===== src/rtl/axim_ctrl_multi_counter.sv =====
// axim_ctrl_multi_counter: bank of independent up/down counters with saturate or wrap,
// registered status flags and sticky overflow/underflow per channel.
module axim_ctrl_multi_counter #(
    parameter int                 C_CHANNELS = 4,
    parameter int                 C_WIDTH    = 8,
    parameter int                 C_STEP_W   = 4,
    parameter logic [C_WIDTH-1:0] C_INIT     = '0,
    parameter bit                 C_SATURATE = 1'b1
) (
    input  logic                          clk,
    input  logic                          rst,
    input  logic                          clken,
    input  logic [C_CHANNELS-1:0]         load,
    input  logic [C_CHANNELS*C_WIDTH-1:0] load_value,
    input  logic [C_CHANNELS-1:0]         incr,
    input  logic [C_CHANNELS*C_STEP_W-1:0] incr_amt,
    input  logic [C_CHANNELS-1:0]         decr,
    input  logic [C_CHANNELS*C_STEP_W-1:0] decr_amt,
    input  logic [C_CHANNELS*C_WIDTH-1:0] threshold,
    input  logic [C_CHANNELS-1:0]         err_clr,
    output logic [C_CHANNELS*C_WIDTH-1:0] count,
    output logic [C_CHANNELS-1:0]         is_zero,
    output logic [C_CHANNELS-1:0]         is_max,
    output logic [C_CHANNELS-1:0]         at_thresh,
    output logic [C_CHANNELS-1:0]         ovf,
    output logic [C_CHANNELS-1:0]         udf,
    output logic                          all_zero
);
    localparam int SW = C_WIDTH + 2;

    logic [SW-1:0]      sum [C_CHANNELS];
    logic [C_WIDTH-1:0] nxt [C_CHANNELS];
    logic [C_CHANNELS-1:0] of, uf, zn;

    // Two guard bits: the top one is the sign (underflow), the next one flags overflow.
    always_comb begin
        for (int i = 0; i < C_CHANNELS; i++) begin
            sum[i] = SW'(count[i*C_WIDTH +: C_WIDTH])
                   + (incr[i] ? SW'(incr_amt[i*C_STEP_W +: C_STEP_W]) : SW'(0))
                   - (decr[i] ? SW'(decr_amt[i*C_STEP_W +: C_STEP_W]) : SW'(0));
            uf[i]  = sum[i][SW-1];
            of[i]  = ~sum[i][SW-1] & sum[i][SW-2];
            nxt[i] = load[i] ? load_value[i*C_WIDTH +: C_WIDTH] :
                     (of[i] && C_SATURATE) ? '1 :
                     (uf[i] && C_SATURATE) ? '0 : sum[i][C_WIDTH-1:0];
            zn[i]  = nxt[i] == '0;
        end
    end

    always_ff @(posedge clk) begin
        if (rst) begin
            count     <= {C_CHANNELS{C_INIT}};
            is_zero   <= {C_CHANNELS{C_INIT == '0}};
            is_max    <= {C_CHANNELS{&C_INIT}};
            at_thresh <= '0;
            ovf       <= '0;
            udf       <= '0;
            all_zero  <= C_INIT == '0;
        end else if (clken) begin
            for (int i = 0; i < C_CHANNELS; i++) begin
                count[i*C_WIDTH +: C_WIDTH] <= nxt[i];
                is_zero[i]   <= zn[i];
                is_max[i]    <= &nxt[i];
                at_thresh[i] <= nxt[i] >= threshold[i*C_WIDTH +: C_WIDTH];
                ovf[i]       <= ~load[i] & (of[i] | (ovf[i] & ~err_clr[i]));
                udf[i]       <= ~load[i] & (uf[i] | (udf[i] & ~err_clr[i]));
            end
            all_zero <= &zn;
        end
    end
endmodule


===== config.mk =====
export PLATFORM = sky130hd
export DESIGN_NAME = axim_ctrl_multi_counter
export DESIGN_NICKNAME = d
export VERILOG_FILES = /design/src/rtl/axim_ctrl_multi_counter.sv
export SDC_FILE = /design/constraint.sdc
export NUM_CORES = 1
export LEC_CHECK = 0
export ABC_AREA = 1
export BUFFER_PORTS_ARGS = -buffer_cell sky130_fd_sc_hd__buf_2
export CAP_MARGIN = 5
export CORE_ASPECT_RATIO = 0.5
export CORE_MARGIN = 2
export CORE_UTILIZATION = 51
export DETAILED_ROUTE_END_ITERATION = 6
export MAX_ROUTING_LAYER = met4
export PLACE_DENSITY = 0.84
export SKIP_CTS_REPAIR_TIMING = 1
export SYNTH_ARGS = -nofsm -noshare
export SYNTH_HDL_FRONTEND = slang
export SYNTH_SLANG_ARGS = --single-unit

===== constraint.sdc =====
create_clock -name clk -period 5.6 [get_ports clk]
set_input_delay 1.12 -clock clk [delete_from_list [all_inputs] [get_ports clk]]
set_output_delay 1.12 -clock clk [all_outputs]
set_load 0.02 [all_outputs]

==> impl_metrics.py <==
metrics = {
    "status": {
        "status": "finished clean",
    },
    "critical_path": {
        "crit_top_cell": "nand2_1",
        "critPathMaxStageDelay_ns": 0.44,
        "crit_path_top_delay_cell": "fa_1",
        "cp_max_fo": 8,
        "worstPathArrival_ns": 4.20,
        "critPathCaptureType": "flop",
        "startpoint_type": "input pin",
        "crit_chain": "buf_2 -> nand2_1 -> inv_1 -> ha_1 -> inv_1 -> ha_1 -> inv_1 -> fa_1 -> inv_1 -> nand3_1 -> nand2_1 -> nand2_1 -> nand2_1 -> nand2_1 -> nand3_4 -> nand3_1 -> nand2_1 -> inv_1 -> ha_1 -> a21oi_1 -> o21ai_0 -> o31ai_1 -> a21oi_1",
        "critPathKind": "input pin to flop",
        "reg2reg_slack_ns": 2.15,
        "cp.required_ns": 5.76,
    },
    "yosys": {
        "synth-warning-count": 0,
        "syn_nets": 1219,
        "synth_top_area_cell": "dfxtp_1",
        "synth-seq-area-share_pct": 16.94,
        "synth_common_cells": "nand2_1 (275), inv_1 (218), nand3_1 (87)",
        "syn_area_per_cell_um2": 6.190,
        "synth_area_leaders": "dfxtp_1 (17%), nand2_1 (16%), ha_1 (15%), inv_1 (13%), nand3_1 (7.0%)",
        "synth-edff-count": 0,
        "synth-main-ff-cell": "dfxtp_1",
        "ys_async_sr_fraction_pct": 0,
        "synth_top_area_share_pct": 16.94,
        "synthCells": 1012,
        "synth.most_common_cell": "nand2_1",
        "ys_types": 35,
        "ys_seq_elements": 53,
        "syn_area_um2": 6265,
    },
    "timing": {
        "relSlewSlack_pct": 38.66,
        "tightest_slew_ns": 0.9191,
        "setup_violations": 0,
        "hold_violations": 0,
        "fin_setup_tns_ns": 0,
        "period_share_pct": 72.02,
        "whs_ns": 0.4687,
        "min_period_ns": 4.033,
        "fin_ws_ns": 1.567,
        "slew_viol_final": 0,
        "rsz0062_at_grt": "no",
        "max_freq_mhz": 247.9,
        "skew_ns": 0.005724,
    },
    "floorplanning": {
        "row_count": 28,
        "io_pins": 168,
        "initial_core_util_pct": 52.59,
        "die_area_um2": 13240,
        "die_w_um": 160.7,
        "fp.coreArea_um2": 11910,
        "die_h_um": 82.37,
    },
    "detailed_routing": {
        "drc": 0,
        "viasPerCell": 5.043,
        "first_pass_iters": 5,
        "wire_per_inst_um": 12.24,
        "drt_iter0_markers": 318,
        "ant_nets": 0,
        "wirelength_um": 16310,
        "num_vias": 6717,
    },
    "grt": {
        "grt_first_pass_wirelength_um": 27370,
        "grt_max_degree": 74,
        "antenna_found_initial": 0,
        "grt_pass1_vias": 6194,
        "grt_use_total_pct": 25.50,
        "grt_remaining_overflow": 0,
    },
    "final_layout": {
        "syn2layout_area_growth_pct": 17.82,
        "num_antenna_cells": 0,
        "num-fill-cells": 1150,
        "final_nets": 1373,
        "post-route-util_pct": 61.96,
        "drive_gt1_share_pct": 21.17,
    },
    "placement": {
        "hpwl_um": 13560,
        "place_congestion": 0.8963,
        "io_buffers": 167,
        "place_ws_ns": 1.296,
    },
    "clock_tree": {
        "path_clk_slew_ns": 0.08,
        "clockBufferDepth": 2,
        "cts_max_level": 2,
        "clock-sinks": 53,
        "cts_tree": "built",
        "clk-insertion-delay-late_ns": 0.29,
        "root_buffer": "clkbuf_16",
        "numCtsBuffers": 5,
    },
    "power": {
        "max-vdd-ir-drop_mv": 0.1497,
        "p_total_mw": 1.941,
        "power_density_nw_per_um2": 262.9,
        "p_leak_nw": 4.353,
    },
    "worst_hold_path": {
        "worstHoldPathType": "flop to flop",
    },
    "job": {
        "drv_cap": 0,
    },
}
[path summary, 6_finish.rpt]
kind / start / end / cells past startpoint
worst max-delay path: decr[3] / at_thresh[3] / 23
worst max register to register: count[11] / at_thresh[1] / 21
worst min-delay path: at_thresh[2] / at_thresh[2] / 2
worst min register to register: at_thresh[2] / at_thresh[2] / 2
[worst max-delay path, delay by kind of cell]
family	cells	cell delay [ns]
buf+inv	6	0.47
compound gates	4	0.59
fa+ha+maj	4	1.19
simple gates	9	0.84
[power breakdown]
group / switching (mW) / internal, mW
logic: 0.734 / 0.434
registers: 0.0357 / 0.414
clock network: 0.153 / 0.170
[metrics by stage]
| stage | instances | cell area, um2 |
|---|---|---|
| after global routing | 1332 | 7381 |
| after floorplan | 1012 | 6265 |
| after detailed placement | 1324 | 7231 |
| final | 1332 | 7381 |
| after global placement | 1324 | 7231 |
| after CTS | 1332 | 7381 |
[state kept, by name (all words and copies together) (netlist names)]
name,cells
all_zero,1
at_thresh,4
count,32
is_max,4
is_zero,4
ovf,4
udf,4
[logic make-up (layout without fill, tap and decap cells)]
| kind of cell | after synthesis | after routing | synth area share (%) |
|---|---|---|---|
| AND/OR/NAND/NOR | 483 | 483 | 35.37 |
| buffers and inverters | 247 | 402 | 14.88 |
| AO/OA/AOI/OAI | 134 | 134 | 12.10 |
| adder cells (fa/ha/maj) | 92 | 92 | 20.29 |
| flip-flops | 53 | 53 | 16.94 |
| XOR/XNOR | 3 | 3 | 0.4195 |
[area by class of cell]
cell class	count	area [um2]	area share, %
Clock buffer	5	125.1	1.695
Multi-Input combinational cell	712	4272	57.87
Sequential cell	53	1061	14.38
Timing Repair Buffer	168	843.3	11.43
Tap cell	165	206.4	2.797
Inverter	226	848.3	11.49
Clock inverter	3	25.02	0.3390
[placed cells by master, fill, tap and decap left out, types with 2 or more instances in the layout]
cell type,n
a21boi_1,4
a21boi_2,2
a21oi_1,72
a21oi_2,3
buf_2,167
clkbuf_16,5
dfxtp_1,53
fa_1,16
ha_1,76
inv_1,218
inv_2,8
inv_6,2
nand2_1,275
nand2_2,4
nand3_1,87
nand3_2,3
nand3_4,8
nand3b_1,7
nand4_1,7
nor2_1,45
nor2_2,5
nor3_1,5
o2111ai_1,3
o211ai_1,4
o21ai_0,40
or2_2,36
xnor2_1,2
[metal layers]
layer	part of all wire, %	global-route usage, %	vias to the layer above	routed length, um
met5	0	-	-	0
met4	1.7	5.893	0	276
met3	3.7	2.797	30	597
met2	47	45.17	151	7674
met1	48	32.09	3061	7759
li1	-	-	3475	-
Power figures use the tool's default switching activity.
